$ cat config.mk
export PLATFORM = sky130hd
export DESIGN_NAME = control_unit_flat
export DESIGN_NICKNAME = d
export VERILOG_FILES = /design/src/rtl/control_unit_pkg.sv /design/src/rtl/control_unit_if.sv /design/src/rtl/control_unit_decoder.sv /design/src/rtl/control_unit.sv /design/src/flat_wrapper.sv
export SDC_FILE = /design/constraint.sdc
export NUM_CORES = 1
export LEC_CHECK = 0
export ABC_AREA = 1
export BUFFER_PORTS_ARGS = -buffer_cell sky130_fd_sc_hd__buf_4
export CORE_AREA = 2 2 42 53
export DETAILED_ROUTE_END_ITERATION = 10
export DIE_AREA = 0 0 44 55
export PLACE_DENSITY = 0.79
export SLEW_MARGIN = 15
export SYNTH_ARGS = -nofsm -noshare
export SYNTH_HDL_FRONTEND = slang
export SYNTH_SLANG_ARGS = --single-unit
$ cat constraint.sdc
create_clock -name CLK -period 2 [get_ports CLK]
set_clock_uncertainty 0.15 [all_clocks]
set_input_delay 0.3 -clock CLK [delete_from_list [all_inputs] [get_ports CLK]]
set_output_delay 0.3 -clock CLK [all_outputs]
set_load 0.02 [all_outputs]
$ cat src/rtl/control_unit_pkg.sv
// Shared definitions for the multicycle RV64 control unit: opcodes, state encoding,
// register-file write-back source codes and the bundled control vector.
package control_unit_pkg;

    localparam logic [6:0] OP_R      = 7'b0110011;
    localparam logic [6:0] OP_IMM    = 7'b0010011;
    localparam logic [6:0] OP_LOAD   = 7'b0000011;
    localparam logic [6:0] OP_STORE  = 7'b0100011;
    localparam logic [6:0] OP_BRANCH = 7'b1100011;
    localparam logic [6:0] OP_JAL    = 7'b1101111;
    localparam logic [6:0] OP_JALR   = 7'b1100111;
    localparam logic [6:0] OP_AUIPC  = 7'b0010111;

    localparam logic [2:0] ST_RESET  = 3'd0;
    localparam logic [2:0] ST_IDLE   = 3'd1;
    localparam logic [2:0] ST_FETCH  = 3'd2;
    localparam logic [2:0] ST_DECODE = 3'd3;
    localparam logic [2:0] ST_EXEC   = 3'd4;
    localparam logic [2:0] ST_MEM    = 3'd5;
    localparam logic [2:0] ST_WB     = 3'd6;
    localparam logic [2:0] ST_HALT   = 3'd7;

    typedef enum logic [2:0] {
        S_RESET  = ST_RESET,
        S_IDLE   = ST_IDLE,
        S_FETCH  = ST_FETCH,
        S_DECODE = ST_DECODE,
        S_EXEC   = ST_EXEC,
        S_MEM    = ST_MEM,
        S_WB     = ST_WB,
        S_HALT   = ST_HALT
    } state_t;

    localparam logic [1:0] SEL_DM    = 2'b00;
    localparam logic [1:0] SEL_ULA   = 2'b01;
    localparam logic [1:0] SEL_PC4   = 2'b10;
    localparam logic [1:0] SEL_PCIMM = 2'b11;

    typedef struct packed {
        logic       sub;
        logic       we_rf;
        logic       we_mem;
        logic [1:0] rf_din_sel;
        logic       ula_din2_sel;
        logic       load_pc;
        logic       reset_pc;
        logic       pc_next_sel;
        logic       pc_adder_sel;
        logic       reset_ir;
        logic       halted;
    } ctrl_t;

    function automatic logic is_supported(input logic [6:0] op);
        return op inside {OP_R, OP_IMM, OP_LOAD, OP_STORE,
                          OP_BRANCH, OP_JAL, OP_JALR, OP_AUIPC};
    endfunction

endpackage

$ cat src/rtl/control_unit_if.sv
// Instruction fields in, datapath control strobes out; the control unit is the master.
interface control_unit_if;

    logic       run;
    logic [6:0] opcode;
    logic [2:0] funct3;
    logic       funct7_5;

    logic       sub;
    logic       WE_RF;
    logic       WE_MEM;
    logic [1:0] RF_din_sel;
    logic       ULA_din2_sel;
    logic       load_pc;
    logic       reset_pc;
    logic       pc_next_sel;
    logic       pc_adder_sel;
    logic       reset_ir;
    logic       halted;
    logic       illegal;

    modport master (
        input  run, opcode, funct3, funct7_5,
        output sub, WE_RF, WE_MEM, RF_din_sel, ULA_din2_sel, load_pc, reset_pc,
               pc_next_sel, pc_adder_sel, reset_ir, halted, illegal
    );

    modport slave (
        output run, opcode, funct3, funct7_5,
        input  sub, WE_RF, WE_MEM, RF_din_sel, ULA_din2_sel, load_pc, reset_pc,
               pc_next_sel, pc_adder_sel, reset_ir, halted, illegal
    );

endinterface

$ cat src/rtl/control_unit_decoder.sv
// Moore output decode: control vector from the current state and the instruction
// fields latched in DECODE.
module control_decoder
    import control_unit_pkg::*;
(
    input  state_t     state,
    input  logic [6:0] opcode,
    input  logic [2:0] funct3,
    input  logic       funct7_5,
    output ctrl_t      ctrl
);

    logic uses_imm;
    logic sub_op;

    assign uses_imm = opcode inside {OP_IMM, OP_LOAD, OP_STORE, OP_JALR};
    assign sub_op   = (opcode == OP_BRANCH) ||
                      (opcode == OP_R && funct3 == 3'b000 && funct7_5);

    // ULA controls stay asserted through MEM and WB so the result being written stays valid.
    always_comb begin
        ctrl = '0;
        case (state)
            S_RESET: begin
                ctrl.reset_pc = 1'b1;
                ctrl.reset_ir = 1'b1;
            end
            S_EXEC: begin
                ctrl.sub          = sub_op;
                ctrl.ula_din2_sel = uses_imm;
                if (opcode == OP_BRANCH) begin
                    ctrl.pc_next_sel = 1'b1;
                    ctrl.load_pc     = 1'b1;
                end
            end
            S_MEM: begin
                ctrl.sub          = sub_op;
                ctrl.ula_din2_sel = uses_imm;
                if (opcode == OP_STORE) begin
                    ctrl.we_mem  = 1'b1;
                    ctrl.load_pc = 1'b1;
                end
            end
            S_WB: begin
                ctrl.sub          = sub_op;
                ctrl.ula_din2_sel = uses_imm;
                ctrl.we_rf        = 1'b1;
                ctrl.load_pc      = 1'b1;
                ctrl.pc_next_sel  = (opcode == OP_JAL) || (opcode == OP_JALR);
                ctrl.pc_adder_sel = (opcode == OP_JALR);
                case (opcode)
                    OP_LOAD:         ctrl.rf_din_sel = SEL_DM;
                    OP_JAL, OP_JALR: ctrl.rf_din_sel = SEL_PC4;
                    OP_AUIPC:        ctrl.rf_din_sel = SEL_PCIMM;
                    default:         ctrl.rf_din_sel = SEL_ULA;
                endcase
            end
            S_HALT: ctrl.halted = 1'b1;
            default: ;
        endcase
    end

endmodule

$ cat src/rtl/control_unit.sv
// Multicycle control FSM for the single-issue RV64 datapath:
// RESET -> IDLE -> FETCH -> DECODE -> EXEC -> [MEM] -> [WB] -> FETCH, HALT on illegal opcode.
module control_unit
    import control_unit_pkg::*;
#(
    parameter int FETCH_WAIT = 1
) (
    input  logic              CLK,
    input  logic              RST,
    control_unit_if.master    bus
);

    localparam logic [1:0] WAIT_LAST = 2'(FETCH_WAIT);

    state_t     state;
    state_t     next_state;
    logic [1:0] wait_cnt;
    logic [6:0] opcode_q;
    logic [2:0] funct3_q;
    logic       funct7_5_q;
    logic       illegal_q;
    ctrl_t      ctrl;

    // Fields are captured once in DECODE so later stages never see the live IR.
    always_ff @(posedge CLK) begin
        if (RST) begin
            state      <= S_RESET;
            wait_cnt   <= 2'd0;
            opcode_q   <= 7'd0;
            funct3_q   <= 3'd0;
            funct7_5_q <= 1'b0;
            illegal_q  <= 1'b0;
        end else begin
            state    <= next_state;
            wait_cnt <= (state == S_FETCH && next_state == S_FETCH) ? wait_cnt + 2'd1 : 2'd0;
            if (state == S_DECODE) begin
                opcode_q   <= bus.opcode;
                funct3_q   <= bus.funct3;
                funct7_5_q <= bus.funct7_5;
                if (!is_supported(bus.opcode)) begin
                    illegal_q <= 1'b1;
                end
            end
        end
    end

    always_comb begin
        next_state = state;
        case (state)
            S_RESET:  next_state = S_IDLE;
            S_IDLE:   if (bus.run) next_state = S_FETCH;
            S_FETCH:  if (wait_cnt == WAIT_LAST) next_state = S_DECODE;
            S_DECODE: next_state = is_supported(bus.opcode) ? S_EXEC : S_HALT;
            S_EXEC: begin
                if (opcode_q == OP_BRANCH) begin
                    next_state = S_FETCH;
                end else if (opcode_q == OP_LOAD || opcode_q == OP_STORE) begin
                    next_state = S_MEM;
                end else begin
                    next_state = S_WB;
                end
            end
            S_MEM:    next_state = (opcode_q == OP_STORE) ? S_FETCH : S_WB;
            S_WB:     next_state = S_FETCH;
            S_HALT:   next_state = S_HALT;
            default:  next_state = S_RESET;
        endcase
    end

    control_decoder u_decoder (
        .state    (state),
        .opcode   (opcode_q),
        .funct3   (funct3_q),
        .funct7_5 (funct7_5_q),
        .ctrl     (ctrl)
    );

    assign bus.sub          = ctrl.sub;
    assign bus.WE_RF        = ctrl.we_rf;
    assign bus.WE_MEM       = ctrl.we_mem;
    assign bus.RF_din_sel   = ctrl.rf_din_sel;
    assign bus.ULA_din2_sel = ctrl.ula_din2_sel;
    assign bus.load_pc      = ctrl.load_pc;
    assign bus.reset_pc     = ctrl.reset_pc;
    assign bus.pc_next_sel  = ctrl.pc_next_sel;
    assign bus.pc_adder_sel = ctrl.pc_adder_sel;
    assign bus.reset_ir     = ctrl.reset_ir;
    assign bus.halted       = ctrl.halted;
    assign bus.illegal      = illegal_q;

endmodule

$ cat src/flat_wrapper.sv
// flat-port wrapper written by rule: the top's interface ports become plain ports
module control_unit_flat import control_unit_pkg::*;
#(
    parameter int FETCH_WAIT = 1
)
  (CLK, RST, bus_run, bus_opcode, bus_funct3, bus_funct7_5, bus_sub, bus_WE_RF, bus_WE_MEM, bus_RF_din_sel, bus_ULA_din2_sel, bus_load_pc, bus_reset_pc, bus_pc_next_sel, bus_pc_adder_sel, bus_reset_ir, bus_halted, bus_illegal);
  control_unit_if bus_i ();
  input  logic CLK;
  input  logic RST;
  input wire logic [$bits(bus_i.run)-1:0] bus_run;
  input wire logic [$bits(bus_i.opcode)-1:0] bus_opcode;
  input wire logic [$bits(bus_i.funct3)-1:0] bus_funct3;
  input wire logic [$bits(bus_i.funct7_5)-1:0] bus_funct7_5;
  output wire logic [$bits(bus_i.sub)-1:0] bus_sub;
  output wire logic [$bits(bus_i.WE_RF)-1:0] bus_WE_RF;
  output wire logic [$bits(bus_i.WE_MEM)-1:0] bus_WE_MEM;
  output wire logic [$bits(bus_i.RF_din_sel)-1:0] bus_RF_din_sel;
  output wire logic [$bits(bus_i.ULA_din2_sel)-1:0] bus_ULA_din2_sel;
  output wire logic [$bits(bus_i.load_pc)-1:0] bus_load_pc;
  output wire logic [$bits(bus_i.reset_pc)-1:0] bus_reset_pc;
  output wire logic [$bits(bus_i.pc_next_sel)-1:0] bus_pc_next_sel;
  output wire logic [$bits(bus_i.pc_adder_sel)-1:0] bus_pc_adder_sel;
  output wire logic [$bits(bus_i.reset_ir)-1:0] bus_reset_ir;
  output wire logic [$bits(bus_i.halted)-1:0] bus_halted;
  output wire logic [$bits(bus_i.illegal)-1:0] bus_illegal;
  assign bus_i.run = bus_run;
  assign bus_i.opcode = bus_opcode;
  assign bus_i.funct3 = bus_funct3;
  assign bus_i.funct7_5 = bus_funct7_5;
  assign bus_sub = bus_i.sub;
  assign bus_WE_RF = bus_i.WE_RF;
  assign bus_WE_MEM = bus_i.WE_MEM;
  assign bus_RF_din_sel = bus_i.RF_din_sel;
  assign bus_ULA_din2_sel = bus_i.ULA_din2_sel;
  assign bus_load_pc = bus_i.load_pc;
  assign bus_reset_pc = bus_i.reset_pc;
  assign bus_pc_next_sel = bus_i.pc_next_sel;
  assign bus_pc_adder_sel = bus_i.pc_adder_sel;
  assign bus_reset_ir = bus_i.reset_ir;
  assign bus_halted = bus_i.halted;
  assign bus_illegal = bus_i.illegal;
  control_unit #(.FETCH_WAIT(FETCH_WAIT)) u_core (.CLK(CLK), .RST(RST), .bus(bus_i));
endmodule
==> results by group, run 1 <==
Timing
  • Worst Slack Setup Final: 0.02625 ns
  • Unrepaired setup endpoints after global routing: yes
  • Final hold viol count: 0
  • Setup_tns: 0 ns
  • Post-layout min period: slightly below 2 ns
  • Max-slew headroom: about four fifths
  • Worst-Margin Slew: 0.2926 ns
  • # setup viols final: 0
  • Slew Viols, Final: 0
  • F_max: 506.7 MHz
  • Crit share post-route: 98.69%

Route
  • Drc violations: 0
  • Routed met3 length: 102 um
  • Routed len/inst: 11.55 um
  • Met1 Wirelength: 952 um
  • Top layer in use: met4
  • Starting DRT DRC Count: 25
  • Drt pass-1 iters: 4
  • Via count: 999
  • Detail Route Antenna Nets: 0
  • Drt total wl: roughly 2300 um
  • Met2 WL: 1168 um
  • Via/cell ratio: 5.123

Worst setup path
  • R2r setup slk: 0.60 ns
  • CP max stage cell: dfxtp_2
  • Worst Setup Path Type: reg -> out
  • Critical Path Sink Type: output port
  • R2r startpoint: u_core.opcode_q[0]
  • CP arrival: 1.52 ns
  • Max FO, Critical Path: 5
  • Worst r2r dst: u_core.state[1]
  • Worst-path cell chain: nand2_4 > nor3_4 > buf_4 > nand4_1 > a21oi_1 > buf_4
  • Startpoint types: register
  • Most frequent CP cell: buf_4
  • Delay of the slowest critical-path stage: 0.37 ns
  • WP data required: 1.55 ns
  • Worst reg-to-reg path cell count: 8

Power
  • Psw: about 560 uW
  • P_int: 746.3 uW
  • Logic pwr share: 43.0%
  • Max IR drop VDD: between 0.6 and 0.7 mV
  • Sequential power share: 43.7%
  • Sw Share: ~43%
  • Pwr Total: 1.302 mW
  • PD cells: roughly 990 nW/um2
  • Clk pwr share: 13.3%
  • Leakage power: 0.6390 nW

CTS
  • CTS buffer count: 3
  • Clock Tree Root: clkbuf_4
  • H-tree depth: 1
  • CTS max path bufs: 2
  • Later-pin clock latency in the skew report: 0.28 ns
  • Clock Sink Count: 17
  • CTS clk-pin slew, worst paths: about 0.090 ns
  • TritonCTS clock tree: built
  • Cts hold-fix bufs: 0

Finish
  • Area grow syn2layout: 32.07%
  • Final-stage net count: roughly 190
  • Reg area: 356.6 um2
  • Most frequent cells in the layout: 31 x buf_4, 20 x nand2_1, 20 x nor2_1
  • Commonest non-fill, non-tap cell in the layout: buf_4
  • Multi-input gate area: around 570 um2
  • Layout cells sized above 1: 38.29%
  • Util after Layout: about 68%
  • Antenna Cells: 0
  • Fill count: 182

Global route
  • Largest net degree at the start of global routing: 13
  • Grt ovf: 0
  • Initial antenna violation count: 0
  • First-pass GRT wire length: 3401 um
  • Vias in the first global route: just under 900
  • All-Layer GR Usage: 18.85%

Floorplanning
  • Die H: 55 um
  • Initial Util: 51.16%
  • # IOs: 27
  • Core area: 1937 um2
  • # rows: 18
  • Die boundary width: 44 um
  • Die area: between 2000 and 2500 um2

Min path
  • Hold WC Path Type: in -> reg
  • Hold-critical path depth: 2
  • Hold path start: RST
  • Hold Crit Endpoint: u_core.state[0]

Place
  • Hpwl dp: 1647 um
  • Dpl ws: 0.2245 ns
  • Gpl congestion: approximately 0.9
  • Port bufs: 26

Logic synthesis
  • Post-Syn Area: 991.0 um2
  • Synth cell types: 26
  • Syn_nets: between 150 and 200
  • Largest cells by area after synthesis: dfxtp_1 34%, nand2_1 8.3%, nor2_1 7.6%
  • Yosys warning total: 0
  • Yosys top cell by area: dfxtp_1
  • Mean area per synthesized cell: approximately 6.9 um2
  • Post-Syn Instances: 144
  • Register area share after synthesis: 34.34%
  • Register bit total from synthesis: 17
  • Yosys top cell area share: 34.34%

Job
  • Max cap viols: 0

Run status
  • Status: completed
[metrics by stage]
step	instance area (um2)	hold slack (ns)	cells
finish	1309	0.04139	195
global route	1309	0.03136	195
CTS	1230	0.03898	191
detailed placement	1187	0.2709	186
global placement	1187	0.2542	186
floorplan	991.0	0.2191	144
[metal layers]
layer / up-vias / global-route usage, %
met4: 0 / 9.091
met1: 439 / 21.78
met2: 30 / 34.56
met5: - / 0
li1: 526 / -
met3: 4 / 1.948
[critical path: cells and delay by family (launching register included)]
kind	cells	cell delay, ns
compound gates	1	0.16
buf+inv	2	0.34
flops	1	0.37
simple gates	3	0.36
[sequential cells by signal, indices dropped and copies added, names as in the netlist]
register,cells
u_core.wait_cnt,2
u_core.state,3
u_core.bus.illegal,1
u_core.opcode_q,7
u_core.funct3_q,3
u_core.funct7_5_q,1
[cells in the mapped netlist]
master    count
a21oi_1      10
buf_1         1
buf_2         1
buf_4         3
clkinv_2      1
dfxtp_1      17
ha_1          1
inv_1        17
inv_2         3
inv_4         1
nand2_1      22
nand2_2       3
nand2_4       1
nand3_1       8
nand3_2       1
nand3_4       1
nand4_1       4
nor2_1       20
nor2_2        1
nor2_4        1
nor3_1        7
nor3_2        2
nor3_4        2
nor3b_1       2
o21ai_0      13
o21ai_1       1
[area by class of cell]
class                      instances  share of cell area [%]
timing repair buffer              32                   18.64
clock buffer                       4                   2.008
inverter                          22                   6.597
tap                               20                   1.912
multi-input combinational        100                   43.59
sequential                        17                   27.25
[how the worst max path moves through the flow]
stage                                    to  slack, ns          startpoint
after floorplan           bus_RF_din_sel[0]       0.11     u_core.state[2]
after global placement    bus_RF_din_sel[0]       0.27     u_core.state[1]
after detailed placement        bus_load_pc       0.22     u_core.state[0]
after CTS                  bus_ULA_din2_sel       0.02  u_core.opcode_q[1]
after global routing                bus_sub      -0.08  u_core.opcode_q[0]
final                               bus_sub       0.03  u_core.opcode_q[0]
[power groups by stage]
stage	combinational [mW]	sequential [mW]	clock (mW)
floorplan	0.495	0.485	0
global route	0.621	0.580	0.194
finish	0.560	0.568	0.174
CTS	0.553	0.545	0.177
global placement	0.541	0.538	0
detailed placement	0.548	0.544	0
[cells by family after synthesis]
kind of cell	synth area share, %
adder cells (fa/ha/maj)	1.262
flip-flops	34.34
AO/OA/AOI/OAI	12.12
buffers and inverters	11.87
AND/OR/NAND/NOR	40.40
[timing repair]
item | 4_1_cts | 5_1_grt
endpoints found under the setup margin | 4 | 7
gates resized for setup | 6 | 14
pin swaps | 1 | 8
setup buffers | 1 | 4
Note: power is estimated with default switching activity, not from simulation.
==> run 2, diff against run 1 <==
Settings changed: SETUP_SLACK_MARGIN set to 0.15.
==> results by group, run 2 (same netlist as run 1, synthesis figures left out) <==
Run status
  • Status: complete, but fails checks
  • Failing checks: negative setup slack

Place
  • Gpl congestion: 0.8849
  • Dpl ws: 0.1867 ns
  • Port bufs: 26
  • Hpwl dp: between 1500 and 2000 um
  • Cells after DPL: 186

CTS
  • CTS buffer count: 3
  • Clock Tree Root: clkbuf_4
  • Cts hold-fix bufs: 0
  • CTS max path bufs: 2
  • Later-pin clock latency in the skew report: 0.29 ns
  • CTS clk-pin slew, worst paths: ~0.090 ns
  • Clock Sink Count: 17
  • TritonCTS clock tree: built
  • H-tree depth: 1

Floorplanning
  • # IOs: 27
  • # rows: 18
  • Die H: 55 um
  • Core area: 1937 um2
  • Die boundary width: 44 um
  • Die area: 2420 um2
  • Initial Util: 51.16%

Route
  • Routed len/inst: ~14 um
  • Drc violations: 0
  • Via/cell ratio: around 5.3
  • Detail Route Antenna Nets: 0
  • Starting DRT DRC Count: 11
  • Drt total wl: 2727 um
  • Drt pass-1 iters: 4
  • Via count: 1067

Job
  • Max cap viols: 0

Timing
  • Slew Viols, Final: 0
  • Unrepaired setup endpoints after global routing: yes
  • Worst-Margin Slew: 0.3387 ns
  • Crit share post-route: 100.3%
  • Post-layout min period: 2.006 ns
  • F_max: 498.5 MHz
  • # setup viols final: 1
  • Setup_tns: -0.006190 ns
  • Worst Slack Setup Final: -0.006190 ns
  • Max-slew headroom: 77.30%
  • Final hold viol count: 0

Global route
  • Grt ovf: 0
  • All-Layer GR Usage: 22.55%
  • Initial antenna violation count: 0
  • Vias in the first global route: 997
  • First-pass GRT wire length: 4015 um
  • Largest net degree at the start of global routing: 13

Power
  • Leakage power: approximately 0.7 nW
  • Pwr Total: between 1 and 1.5 mW
  • Max IR drop VDD: 0.7043 mV
  • PD cells: 967.7 nW/um2

Finish
  • Fill count: roughly 130
  • Final Non-Filler Cells: 200
  • Final-stage net count: slightly below 200
  • Biggest register: u_core.opcode_q
  • Most frequent cells in the layout: 32 x buf_4, 19 x nor2_1, 16 x nand2_1
  • Largest registers: u_core.opcode_q (7), u_core.funct3_q (3), u_core.state (3)
  • Commonest non-fill, non-tap cell in the layout: buf_4
  • Layout cells sized above 1: a little under half
  • Area grow syn2layout: 45.33%
  • Number of flip-flops in the largest register: 7
  • Antenna Cells: 0

Worst setup path
  • CP arrival: 1.56 ns
  • Worst setup path endpoint: bus_ULA_din2_sel
  • Worst Setup Path Type: reg -> out
  • Delay of the slowest critical-path stage: 0.42 ns
  • Worst reg-to-reg path cell count: 7
  • Worst r2r dst: u_core.state[0]
  • Startpoint types: register
  • R2r setup slk: 0.49 ns
  • R2r startpoint: u_core.opcode_q[5]
  • Critical Path Source: u_core.opcode_q[5]
  • CP max stage cell: dfxtp_2
  • Critical Path Sink Type: output port
  • WP data required: 1.55 ns
  • Max FO, Critical Path: 4
  • Worst-path cell chain: inv_2 > nor3_4 > nand2_2 > nand2_2 > a21oi_1 > a21oi_1 > buf_4

Min path
  • Hold WC Path Type: in -> reg
-- run 2: cell count changes in the layout (fill, tap and decap cells not counted), moves of 3 or more --
cell,before,now
buf_6,1,5
nand2_2,4,8
nand3_1,7,4
nand2_1,20,16
-- run 2: area by class of cell --
| type | count | area [um2] | share of cell area (%) |
|---|---|---|---|
| clock buffer | 4 | 26.28 | 1.825 |
| multi-input combinational | 100 | 636.9 | 44.22 |
| tap | 20 | 25.02 | 1.738 |
| inverter | 22 | 91.34 | 6.342 |
| timing repair buffer | 37 | 296.5 | 20.59 |
| sequential | 17 | 364.1 | 25.28 |
-- run 2: power by group --
group / switching (mW) / internal (mW)
Combinational: 0.373 / 0.254
Sequential: 0.141 / 0.447
Clock: 0.100 / 0.0776
-- run 2: worst min path at each step --
stage                             from                 end  slack [ns]  cells after the start
finish                             RST     u_core.state[1]        0.04                      2
global route                       RST     u_core.state[1]        0.02                      2
CTS                                RST     u_core.state[1]        0.03                      2
detailed placement  u_core.wait_cnt[0]  u_core.wait_cnt[0]        0.27                      1
global placement    u_core.wait_cnt[0]  u_core.wait_cnt[0]        0.25                      1
floorplan                          RST     u_core.state[0]        0.22                      1
-- run 2: repair_timing --
action / in CTS / in global routing
buffers inserted: 8 / 2
gates resized for setup: 20 / 25
pin swaps: 7 / 5
endpoints found under the setup margin: 8 / 8
-- run 2: worst max-delay path: cells and delay by family (launching register included) --
kind	cells	cell delay (ns)
flops	1	0.42
compound gates	2	0.21
simple gates	3	0.40
buf+inv	2	0.24
-- run 2: per-stage QoR --
stage	utilization, %	hold WS, ns	instance area, um2
3_5_place_dp	61.56	0.2743	1192
6_report	74.35	0.03649	1440
3_3_place_gp	61.56	0.2541	1192
4_1_cts	69.25	0.03432	1341
2_1_floorplan	-	0.2191	996.0
5_1_grt	74.35	0.01909	1440
-- run 2: per-layer routing --
metal | global-route usage (%) | vias to the layer above | share of wire (%)
met4 | 11.62 | 0 | 2.5
li1 | - | 540 | -
met2 | 43.38 | 34 | 56
met5 | 0 | - | 0
met1 | 23.96 | 485 | 38
met3 | 2.597 | 8 | 3.7
==> run 3, diff against run 2 <==
Settings changed: RECOVER_POWER set to 100.
==> results by group, run 3 (same netlist as run 1, synthesis figures left out) <==
Route
  • Via count: 1065
  • Via/cell ratio: 5.325
  • Starting DRT DRC Count: 10
  • Routed len/inst: 13.62 um
  • Drc violations: 0
  • Drt pass-1 iters: 4
  • Drt total wl: 2724 um
  • Detail Route Antenna Nets: 0

Floorplanning
  • Initial Util: 51.16%
  • # IOs: 27
  • Die boundary width: 44 um
  • Die H: ~55 um
  • # rows: 18
  • Core area: 1937 um2
  • Die area: 2420 um2

Worst setup path
  • Max FO, Critical Path: 4
  • Delay of the slowest critical-path stage: 0.42 ns
  • CP arrival: 1.55 ns
  • CP Buf/Inv Count: 2
  • Worst-path cell chain: inv_2 > nor3_4 > nand2_2 > nand2_2 > a21oi_1 > a21oi_1 > buf_4
  • CP max stage cell: dfxtp_2
  • WP data required: ~1.6 ns
  • Worst Setup Path Type: reg -> out
  • R2r setup slk: 0.34 ns
  • Critical Path Sink Type: output port
  • Startpoint types: register
  • Crit-path leading delay family: flip-flops

Run status
  • Failing checks: negative setup slack
  • Status: complete, but fails checks

CTS
  • CTS max path bufs: 2
  • Cts hold-fix bufs: 0
  • Later-pin clock latency in the skew report: 0.28 ns
  • H-tree depth: 1
  • CTS buffer count: 3
  • TritonCTS clock tree: built
  • Clock Tree Root: clkbuf_4
  • CTS clk-pin slew, worst paths: 0.09 ns
  • Clock Sink Count: 17

Global route
  • Largest net degree at the start of global routing: 13
  • Grt ovf: 0
  • Vias in the first global route: 997
  • All-Layer GR Usage: 22.55%
  • Initial antenna violation count: 0
  • First-pass GRT wire length: 4015 um

Finish
  • Area grow syn2layout: 44.07%
  • Biggest register: u_core.opcode_q
  • Most frequent cells in the layout: 29 x buf_4, 20 x nor2_1, 17 x nand2_1
  • Final-stage net count: between 150 and 200
  • Layout cells sized above 1: 45.56%
  • Number of flip-flops in the largest register: 7
  • Largest registers: u_core.opcode_q (7), u_core.funct3_q (3), u_core.state (3)
  • Commonest non-fill, non-tap cell in the layout: buf_4
  • Antenna Cells: 0

Place
  • Port bufs: 26
  • Hpwl dp: roughly 1800 um
  • Gpl congestion: between 0.8 and 0.9

Power
  • Pwr Total: 1.380 mW
  • Leakage power: 0.6908 nW
  • P_int: 768.0 uW
  • Sw Share: 44.34%
  • Clk pwr share: 12.7%
  • Psw: slightly above 600 uW
  • PD cells: 966.4 nW/um2
  • Max IR drop VDD: between 0.7 and 0.8 mV
  • Logic pwr share: 44.7%
  • Sequential power share: 42.6%

Timing
  • Crit share post-route: 100.2%
  • F_max: 498.8 MHz
  • Max-slew headroom: 77.19%
  • WHS: 0.04206 ns
  • Post-layout min period: 2.005 ns
  • Slew Viols, Final: 0
  • Worst-Margin Slew: 0.3403 ns
  • Unrepaired setup endpoints after global routing: yes
  • Worst Slack Setup Final: -0.004854 ns
  • Final hold viol count: 0
  • # setup viols final: 1

Job
  • Max cap viols: 0

Min path
  • Hold WC Path Type: in -> reg
## run 3: changes by cell type in the layout (fill, tap and decap cells not counted)
cell / previous run / this run
nor2_1: 19 / 20
clkbuf_1: 1 / 3
nand2_1: 16 / 17
nor2_2: 2 / 1
clkbuf_4: 3 / 4
buf_4: 32 / 29
nand2_2: 8 / 7
## run 3: routing by layer
layer	global-route usage, %	vias up	wire length (um)	share of wire (%)
met5	0	-	0	0
met4	11.62	0	65	2.4
met3	2.597	8	84	3.1
met2	43.38	27	1522	56
met1	23.96	488	1052	39
li1	-	542	-	-
## run 3: worst paths after layout
check / startpoint / end / cells past startpoint
min reg2reg: u_core.wait_cnt[0] / u_core.wait_cnt[0] / 1
min: RST / u_core.state[1] / 2
max reg2reg: u_core.state[2] / u_core.opcode_q[0] / 5
max: u_core.opcode_q[5] / bus_ULA_din2_sel / 7
## run 3: worst register-to-register path: stages, from the launching register on
cell	delay, ns
dfxtp_4	0.38
clkbuf_4	0.13
nor2_1	0.28
clkbuf_1	0.33
o21ai_0	0.17
nor2_1	0.15
## run 3: final cells by class
| class | count | area [um2] |
|---|---|---|
| multi-input combinational | 100 | 631.9 |
| inverter | 22 | 91.34 |
| tap | 20 | 25.02 |
| sequential | 17 | 364.1 |
| timing repair buffer | 37 | 289.0 |
| clock buffer | 4 | 26.28 |
| fill | 138 | 509.2 |
## run 3: power by group through the flow
stage | Combinational, mW | Sequential, mW | Clock [mW]
floorplan | 0.496 | 0.485 | 0
global placement | 0.540 | 0.539 | 0
detailed placement | 0.551 | 0.547 | 0
CTS | 0.575 | 0.565 | 0.180
global route | 0.673 | 0.597 | 0.198
finish | 0.616 | 0.588 | 0.176
## run 3: through the flow
stage	instance area [um2]	cells	util [%]	setup slack, ns	setup TNS, ns
after CTS	1341	198	69.25	0.002207	0
after global routing	1428	200	73.71	-0.07904	-0.1819
final	1428	200	73.71	-0.004854	-0.004854
after global placement	1192	186	61.56	0.2605	0
after detailed placement	1192	186	61.56	0.1867	0
after floorplan	996.0	144	-	0.2932	0
## run 3: repair_timing
item	4_1_cts	5_1_grt
buffers inserted	8	2
gates cloned	0	0
gates resized for setup	20	25
pin swaps	7	5
endpoints found under the setup margin	8	8
